File: config.mk
export PLATFORM = sky130hd
export DESIGN_NAME = ifu_prefetch
export DESIGN_NICKNAME = d
export VERILOG_FILES = /design/src/rtl/ifu_prefetch.sv
export SDC_FILE = /design/constraint.sdc
export NUM_CORES = 1
export LEC_CHECK = 0
export CAP_MARGIN = 20
export CORE_ASPECT_RATIO = 1.25
export CORE_MARGIN = 3
export CORE_UTILIZATION = 45
export DETAILED_ROUTE_END_ITERATION = 6
export GPL_TIMING_DRIVEN = 0
export PLACE_DENSITY = 0.67
export SYNTH_ARGS = -nofsm -noshare
export SYNTH_HDL_FRONTEND = slang
export SYNTH_SLANG_ARGS = --single-unit
File: constraint.sdc
create_clock -name clk -period 2.1 [get_ports clk]
set_input_delay 0.21 -clock clk [delete_from_list [all_inputs] [get_ports clk]]
set_output_delay 0.21 -clock clk [all_outputs]
set_load 0.03 [all_outputs]
File: src/rtl/ifu_prefetch.sv
// Instruction-fetch unit: owns the PC, issues one word fetch at a time and
// queues returned instructions with their PCs in a small FIFO feeding decode.
module ifu_prefetch #(
    parameter int              XLEN     = 32,
    parameter logic [XLEN-1:0] RESET_PC = 32'h8000_0000,
    parameter int              DEPTH    = 4
) (
    input  logic            clk,
    input  logic            rst,
    output logic            imem_req_valid,
    input  logic            imem_req_ready,
    output logic [XLEN-1:0] imem_req_addr,
    input  logic            imem_resp_valid,
    input  logic [31:0]     imem_resp_data,
    output logic            inst_valid,
    input  logic            inst_ready,
    output logic [31:0]     inst_data,
    output logic [XLEN-1:0] inst_pc,
    input  logic            redirect_valid,
    input  logic [XLEN-1:0] redirect_pc
);

    localparam int            AW      = $clog2(DEPTH);
    localparam logic [AW:0]   DEPTH_C = DEPTH[AW:0];

    typedef enum logic [1:0] {
        ST_ISSUE = 2'd0,
        ST_WAIT  = 2'd1,
        ST_DROP  = 2'd2
    } state_t;

    state_t          state_r;
    logic [XLEN-1:0] fetch_pc_r;
    logic [XLEN-1:0] req_pc_r;
    logic [AW-1:0]   head_r;
    logic [AW-1:0]   tail_r;
    logic [AW:0]     count_r;
    logic [31:0]     data_mem_r [DEPTH];
    logic [XLEN-1:0] pc_mem_r   [DEPTH];

    logic req_fire_s;
    logic enq_s;
    logic deq_s;

    // Request is raised only when idle, not full, not redirecting and out of reset.
    always_comb begin
        if (rst && (state_r == ST_ISSUE) && (count_r != DEPTH_C) && !redirect_valid) begin
            imem_req_valid = 1'b1;
        end else begin
            imem_req_valid = 1'b0;
        end
    end

    assign req_fire_s    = imem_req_valid && imem_req_ready;
    assign enq_s         = (state_r == ST_WAIT) && imem_resp_valid && !redirect_valid;
    assign deq_s         = inst_ready && (count_r != {(AW+1){1'b0}}) && !redirect_valid;
    assign imem_req_addr = fetch_pc_r;
    assign inst_valid    = (count_r != {(AW+1){1'b0}});
    assign inst_data     = data_mem_r[head_r];
    assign inst_pc       = pc_mem_r[head_r];

    // Fetch FSM and PC; a redirect always wins and may leave a stale response to drop.
    always_ff @(posedge clk or negedge rst) begin
        if (!rst) begin
            state_r    <= ST_ISSUE;
            fetch_pc_r <= RESET_PC;
            req_pc_r   <= {XLEN{1'b0}};
        end else if (redirect_valid) begin
            fetch_pc_r <= {redirect_pc[XLEN-1:2], 2'b00};
            case (state_r)
                ST_WAIT, ST_DROP: state_r <= imem_resp_valid ? ST_ISSUE : ST_DROP;
                default:          state_r <= ST_ISSUE;
            endcase
        end else begin
            case (state_r)
                ST_ISSUE: begin
                    if (req_fire_s) begin
                        req_pc_r   <= fetch_pc_r;
                        fetch_pc_r <= fetch_pc_r + XLEN'(32'd4);
                        state_r    <= ST_WAIT;
                    end
                end
                ST_WAIT: begin
                    if (imem_resp_valid) begin
                        state_r <= ST_ISSUE;
                    end
                end
                ST_DROP: begin
                    if (imem_resp_valid) begin
                        state_r <= ST_ISSUE;
                    end
                end
                default: state_r <= ST_ISSUE;
            endcase
        end
    end

    // Instruction FIFO storage and pointers; flushed wholesale on redirect.
    always_ff @(posedge clk or negedge rst) begin
        if (!rst) begin
            head_r  <= {AW{1'b0}};
            tail_r  <= {AW{1'b0}};
            count_r <= {(AW+1){1'b0}};
            for (int i = 0; i < DEPTH; i++) begin
                data_mem_r[i] <= 32'h0;
                pc_mem_r[i]   <= {XLEN{1'b0}};
            end
        end else if (redirect_valid) begin
            head_r  <= {AW{1'b0}};
            tail_r  <= {AW{1'b0}};
            count_r <= {(AW+1){1'b0}};
        end else begin
            if (enq_s) begin
                data_mem_r[tail_r] <= imem_resp_data;
                pc_mem_r[tail_r]   <= req_pc_r;
                tail_r             <= tail_r + AW'(1'b1);
            end
            if (deq_s) begin
                head_r <= head_r + AW'(1'b1);
            end
            case ({enq_s, deq_s})
                2'b10:   count_r <= count_r + (AW+1)'(1'b1);
                2'b01:   count_r <= count_r - (AW+1)'(1'b1);
                default: count_r <= count_r;
            endcase
        end
    end

endmodule
==> results of run 1 <==
[routing by layer]
layer / GRT usage / wire length, um / share of wire
met1: 0.2697 / 14400 / 0.44
met3: 0.03519 / 1601 / 0.049
met4: 0.06473 / 907 / 0.028
met5: 0 / 0 / 0
met2: 0.3274 / 15900 / 0.48
[how the worst min path moves through the flow]
stage / start / end / slack, ns / cells after the start
after floorplan: rst / count_r[0]$_DFFE_PN0P_ / -0.09 / 0
after global placement: data_mem_r[53]$_DFFE_PN0P_ / data_mem_r[53]$_DFFE_PN0P_ / 0.48 / 1
after detailed placement: rst / data_mem_r[23]$_DFFE_PN0P_ / 0.24 / 1
after CTS: rst / pc_mem_r[66]$_DFFE_PN0P_ / -0.30 / 1
after global routing: rst / pc_mem_r[66]$_DFFE_PN0P_ / -0.28 / 1
final: rst / data_mem_r[23]$_DFFE_PN0P_ / -0.31 / 1
[synth_stat cells, drive strengths merged, types with 2 or more instances]
| master | number | area, um^2 |
|---|---|---|
| dfrtp | 316 | 7908 |
| mux2 | 248 | 2793 |
| nand2 | 127 | 479.2 |
| mux4 | 62 | 1396 |
| buf | 49 | 262.8 |
| nor2 | 26 | 97.59 |
| o21ai | 23 | 115.1 |
| nand4 | 15 | 115.1 |
| nand3 | 14 | 92.59 |
| clkbuf | 12 | 45.04 |
| nor3 | 11 | 87.58 |
| inv | 10 | 37.54 |
| o211ai | 8 | 60.06 |
| a21oi | 7 | 35.03 |
| ha | 7 | 87.58 |
| xor2 | 6 | 52.55 |
| nor4 | 5 | 37.53 |
| a21o | 4 | 31.28 |
| a221o | 4 | 40.04 |
| a31oi | 4 | 25.02 |
| and3 | 4 | 25.02 |
| xnor2 | 4 | 35.03 |
| a211oi | 3 | 22.52 |
| a22oi | 3 | 22.52 |
| or3 | 3 | 18.77 |
| a31o | 2 | 17.52 |
| mux2i | 2 | 20.02 |
| nand2b | 2 | 12.51 |
| nand4b | 2 | 17.52 |
| nor3b | 2 | 20.02 |
| o22ai | 2 | 12.51 |
| o311ai | 2 | 17.52 |
| o31ai | 2 | 15.01 |
[cells by family after synthesis]
family / share of synthesized area
AOI/OAI and AO/OA: 0.03149
xor gates and xnor gates: 0.006174
adders and majority gates: 0.007585
buffers and inverters: 0.02434
DFF: 0.5593
muxes: 0.2967
other: 0.0002643
and+or+nand+nor: 0.07418
[power groups by stage]
stage          Clock [uW]  Combinational, uW  Sequential [uW]
3_5_place_dp            0               3830             7440
5_1_grt              6290               4320             7440
4_1_cts              6060               4070             7330
6_report             5890               4040             7330
2_1_floorplan           0               2250             7350
3_3_place_gp            0               3780             7430
[what timing repair did]
action / 4_1_cts / 5_1_grt
gates resized for setup: 505 / 19
setup endpoints to repair: 310 / 102
hold endpoints to repair: 78 / 78
pin swaps: 0 / 1
setup buffers: 4 / 6
[sequential cells by signal, indices dropped and copies added, names as in the netlist]
| signal | count |
|---|---|
| data_mem_r | 128 |
| pc_mem_r | 120 |
| imem_req_addr | 30 |
| req_pc_r | 30 |
| count_r | 3 |
| head_r | 2 |
| state_r | 2 |
| tail_r | 2 |
[critical path, delay by kind of cell (launching register included)]
family                 cells  cell delay [ns]
buffers and inverters      3             0.51
DFF                        1             0.37
muxes                      1             0.58
[stage by stage]
stage / worst slack (ns) / hold WS (ns) / area, um^2
finish: -0.1004 / -0.3095 / 17850
global placement: -13.10 / 0.4812 / 16310
global route: -0.1656 / -0.2826 / 17850
CTS: -0.1514 / -0.3020 / 17760
floorplan: 0.1016 / -0.08559 / 14200
detailed placement: -0.6276 / 0.2364 / 16370
[final cells by class]
type / instances / area [um^2]
sequential: 317 / 7939
timing repair buffer: 172 / 1789
clock inverter: 7 / 92.59
tap: 407 / 509.2
clock buffer: 52 / 999.7
inverter: 10 / 37.54
buffer: 60 / 503.0
fill: 2550 / 13140
multi-input combinational: 619 / 5977
==> results.json, run 1 <==
{
  "first_global_vias": 9488,
  "die-area_mm2": 0.03370,
  "synth.distinct_cells": 61,
  "status": "finished with violations",
  "final_common_cell": "dfrtp_1",
  "rr_worst_depth": 8,
  "power_frac_comb": 0.234,
  "cts.clk_slew.worst_paths_ns": 0.06,
  "cts_htree_levels": 2,
  "internal-power_uw": 12240,
  "portBuffers": 160,
  "drtIter0Drc": 553,
  "min_period_over_period": 1.048,
  "antennaDiodeCount": 0,
  "worstPathMaxFanout": 10,
  "cp-start-kind": "flip-flop",
  "synth_ff_type": "dfrtp_1",
  "initial_utilization": 0.4578,
  "rows": 72,
  "worstPathArrival_ns": 1.99,
  "synth-seq-cells": 317,
  "dp_cells": 1576,
  "p_clk_frac": 0.341,
  "root_buffer": "clkbuf_16",
  "peakVddDrop_mv": 0.5512,
  "clock_path_buffers": 3,
  "synthCells": 1004,
  "layout_common_cells": "dfrtp_1, mux2_2, nand2_1, clkdlybuf4s50_1, mux4_2",
  "insertion_delay_ns": 0.51,
  "criticalPathCategory": "reg2out",
  "end_kind": "output port",
  "critical_path.max_stage_delay_ns": 0.58,
  "startpoint": "head_r[0]$_DFFE_PN0P_",
  "coreArea_mm2": 0.03099,
  "crit_top_cell": "buf_12",
  "place.gp.congestion": 0.8733,
  "crit_path_cell_trace": "buf_12, buf_12, mux4_2, buf_6",
  "pwr-share-seq": 0.425,
  "r2r-end": "imem_req_addr[10]$_DFFE_PN0P_",
  "die_h_um": 204.5,
  "p_leak_uw": 0.008516,
  "synth_seq_area_share": 0.5593,
  "worst_slack_ns": -0.1004,
  "cts_buffers": 34,
  "swShare": 0.2907,
  "hpwl_um": 22050,
  "die_x_um": 164.8,
  "final_nets": 1292,
  "ioPinCount": 168,
  "net-switching-power_uw": 5018,
  "required_ns": 1.89,
  "drcViolationCount": 0,
  "violations": "negative hold slack, negative setup slack",
  "rr_startpoint": "state_r[0]$_DFFE_PN0P_",
  "postSynthAreaPerCell_um2": 14.13,
  "wirelength_um": 32810,
  "antenna_found_initial": 0,
  "max-slew-margin-rel": 0.5550,
  "drive_gt1_frac": 0.4228,
  "cp-endpoint": "inst_pc[12]",
  "final_util": 0.5759,
  "grt_usage": 0.1993,
  "fmax_mhz": 454.5,
  "ant_nets": 0,
  "routed-via-count": 8987,
  "final_max_slew_viol_count": 0,
  "tightestPinTransition_ns": 0.6675,
  "clock_sinks": 317,
  "finClkSkew_ns": 0.01924,
  "yosys_warnings": 0,
  "async_flop_share": 1.000,
  "via_per_inst": 5.467,
  "slowest_stage": "mux4_2",
  "grt_pass1_wl_um": 52580,
  "hold_slack_ns": -0.3095,
  "setup_violations": 58,
  "areaGrowthSynthToFinish_pct": 25.81,
  "drt_first_pass_iters": 4,
  "instances_no_fill": 1644,
  "grt_max_degree": 121,
  "syn_area_mm2": 0.01419,
  "p_per_area_mw_per_mm2": 967.1,
  "total_power_uw": 17260,
  "synth-edff-count": 0,
  "hold_violations": 78,
  "period_minus_slack_ns": 2.200,
  "rsz0062_at_grt": "yes",
  "avgRoutedWirePerCell_um": 19.96,
  "cts_tree": "yes",
  "grt_overflow": 0,
  "reg2reg_slack_ns": 0.11,
  "setup_tns_ns": -1.875,
  "hold_path_class": "in2async",
  "drv_cap": 0
}
Power figures use the tool's default switching activity.
==> run 2, diff against run 1 <==
CORE_ASPECT_RATIO = 0.7   (was 1.25)
==> run 2 against run 1 <==
  * Non-clock buffer count up 5
  * Critical path depth unchanged
  * Critical path type unchanged
  * Sequential power about the same
  * Hold slack worse by 0.12 ns
  * First-iteration DRC count up 7.2%
  * Critical endpoint is now inst_pc[14]
  * Total power down 0.19%
  * Cell area up 0.70%
  * Clock power down 4.1%
  * The flow still finishes with violations (negative hold slack, negative setup slack)
==> results.json, run 2 (synthesized netlist as in run 1, its figures left out) <==
{
  "status": "finished with violations",
  "violations": "negative hold slack, negative setup slack",
  "period_minus_slack_ns": 2.238,
  "startpoint": "head_r[0]$_DFFE_PN0P_",
  "die_h_um": 154.6,
  "dp_cells": 1582,
  "drt_first_pass_iters": 5,
  "insertion_delay_ns": 0.57,
  "via_per_inst": 5.588,
  "cp-start-kind": "flip-flop",
  "areaGrowthSynthToFinish_pct": 26.69,
  "drcViolationCount": 0,
  "rsz0062_at_grt": "yes",
  "finClkSkew_ns": 0.02061,
  "setup_violations": 61,
  "worstPathMaxFanout": 10,
  "worst-path-buf-inv": 3,
  "reg2reg_slack_ns": 0.11,
  "coreArea_mm2": 0.03050,
  "routed-via-count": 9221,
  "place.gp.congestion": 0.8275,
  "hold_buffers": 1,
  "min_period_over_period": 1.066,
  "die_x_um": 218.2,
  "hpwl_um": 23530,
  "max-slew-margin-rel": 0.4891,
  "final_nets": 1294,
  "rr_startpoint": "count_r[1]$_DFFE_PN0P_",
  "worstPathArrival_ns": 2.03,
  "die-area_mm2": 0.03373,
  "criticalPathCategory": "reg2out",
  "top_regs": "data_mem_r: 128 flops, pc_mem_r: 120 flops",
  "cts_htree_levels": 1,
  "grt_overflow": 0,
  "final_common_cell": "dfrtp_1",
  "drv_cap": 0,
  "rr_worst_depth": 7,
  "cts_buffers": 31,
  "largest_reg_flops": 128,
  "drtIter0Drc": 593,
  "drive_gt1_frac": 0.4289,
  "ioPinCount": 168,
  "root_buffer": "clkbuf_16",
  "first_global_vias": 9629,
  "peakVddDrop_mv": 0.5531,
  "clock_path_buffers": 3,
  "p_per_area_mw_per_mm2": 958.5,
  "required_ns": 1.89,
  "critical_path.max_stage_delay_ns": 0.59,
  "cts.clk_slew.worst_paths_ns": 0.06,
  "hold_violations": 83,
  "portBuffers": 160,
  "worst_slack_ns": -0.1380,
  "grt_usage": 0.2110,
  "avgRoutedWirePerCell_um": 21.32,
  "rows": 53,
  "fillers": 2452,
  "final_max_slew_viol_count": 0,
  "layout_common_cells": "dfrtp_1, mux2_2, nand2_1, clkdlybuf4s50_1, buf_6",
  "slowest_stage": "mux4_2",
  "setup_tns_ns": -4.578,
  "clock_sinks": 317,
  "cts_tree": "yes",
  "cp-endpoint": "inst_pc[14]",
  "crit_top_cell": "buf_12",
  "worstSetupPathDepth": 4,
  "top_register": "data_mem_r",
  "hold_path_class": "in2async",
  "wirelength_um": 35180,
  "hold_slack_ns": -0.4317,
  "r2r-end": "req_pc_r[25]$_DFFE_PN0P_",
  "crit_path_cell_trace": "buf_12, buf_12, mux4_2, buf_6",
  "grt_max_degree": 86,
  "instances_no_fill": 1650,
  "critPathTopFamily": "multiplexers",
  "end_kind": "output port",
  "ant_nets": 0,
  "tightestPinTransition_ns": 0.7663,
  "grt_pass1_wl_um": 55620,
  "fmax_mhz": 446.8,
  "total_power_uw": 17230,
  "antennaDiodeCount": 0,
  "antenna_found_initial": 0,
  "initial_utilization": 0.4651,
  "p_leak_uw": 0.008588
}
## run 2: cell types whose count changed in the layout (fill, tap and decap cells not counted), moves of 3 or more
cell             previous run  this run
buf_12                      7        11
clkbuf_1                   14        10
buf_2                      13        28
clkbuf_16                  35        31
buf_6                      60        64
buf_16                      2         5
clkdlybuf4s50_1            95        91
dlymetal6s2s_1              0         3
buf_4                      38        17
clkinv_2                    3         6
## run 2: power by group
group	switching, uW	internal (uW)	total [uW]
clock	2330	3320	5650
sequential	608	6750	7360
combinational	2140	2080	4220
## run 2: how the worst min path moves through the flow
| stage | to | slack, ns | depth (start not counted) |
|---|---|---|---|
| finish | data_mem_r[69]$_DFFE_PN0P_ | -0.43 | 1 |
| global route | data_mem_r[66]$_DFFE_PN0P_ | -0.43 | 1 |
| CTS | data_mem_r[66]$_DFFE_PN0P_ | -0.43 | 1 |
| detailed placement | data_mem_r[66]$_DFFE_PN0P_ | 0.24 | 1 |
| global placement | data_mem_r[73]$_DFFE_PN0P_ | 0.48 | 1 |
| floorplan | count_r[0]$_DFFE_PN0P_ | -0.09 | 0 |
## run 2: what timing repair did
item	4_1_cts	5_1_grt
gates cloned	5	0
pin swaps	0	1
endpoints found under the hold margin	118	83
resized for setup	498	29
endpoints found under the setup margin	367	360
buffers inserted	4	5
## run 2: worst register-to-register path, cell delays in order, from the launching register on
cell and delay, ns:
dfrtp_2 0.45, nor3b_2 0.32, or2_4 0.19, buf_2 0.24, buf_4 0.25, buf_2 0.30
nand2_1 0.11, nand2_1 0.07
## run 2: layout make-up
type	count	area, um^2	area share
multi-input cells	619	5979	0.3327
clock inverters	10	131.4	0.007310
clock buffers	45	898.4	0.04999
repair buffers	177	2008	0.1117
inverters	10	37.54	0.002089
plain buffers	60	460.4	0.02562
well taps	412	515.5	0.02868
flip-flops and latches	317	7941	0.4419
## run 2: per-stage QoR
step                utilization  area (um^2)  setup slack [ns]
floorplan                     -        14200            0.1016
global placement         0.5350        16320            -13.26
detailed placement       0.5379        16410            -1.122
CTS                      0.5865        17890           -0.1988
global route             0.5892        17970           -0.2003
finish                   0.5892        17970           -0.1380
## run 2: routing by layer
layer  vias to the layer above  routed length (um)  share of wire  GRT usage
met5                         -                   0              0          0
met4                         0                 565          0.016    0.04035
met3                        40                1692          0.048    0.03594
met2                       229               16210           0.46     0.3274
met1                      4863               16700           0.47     0.3173
li1                       4089                   -              -          -
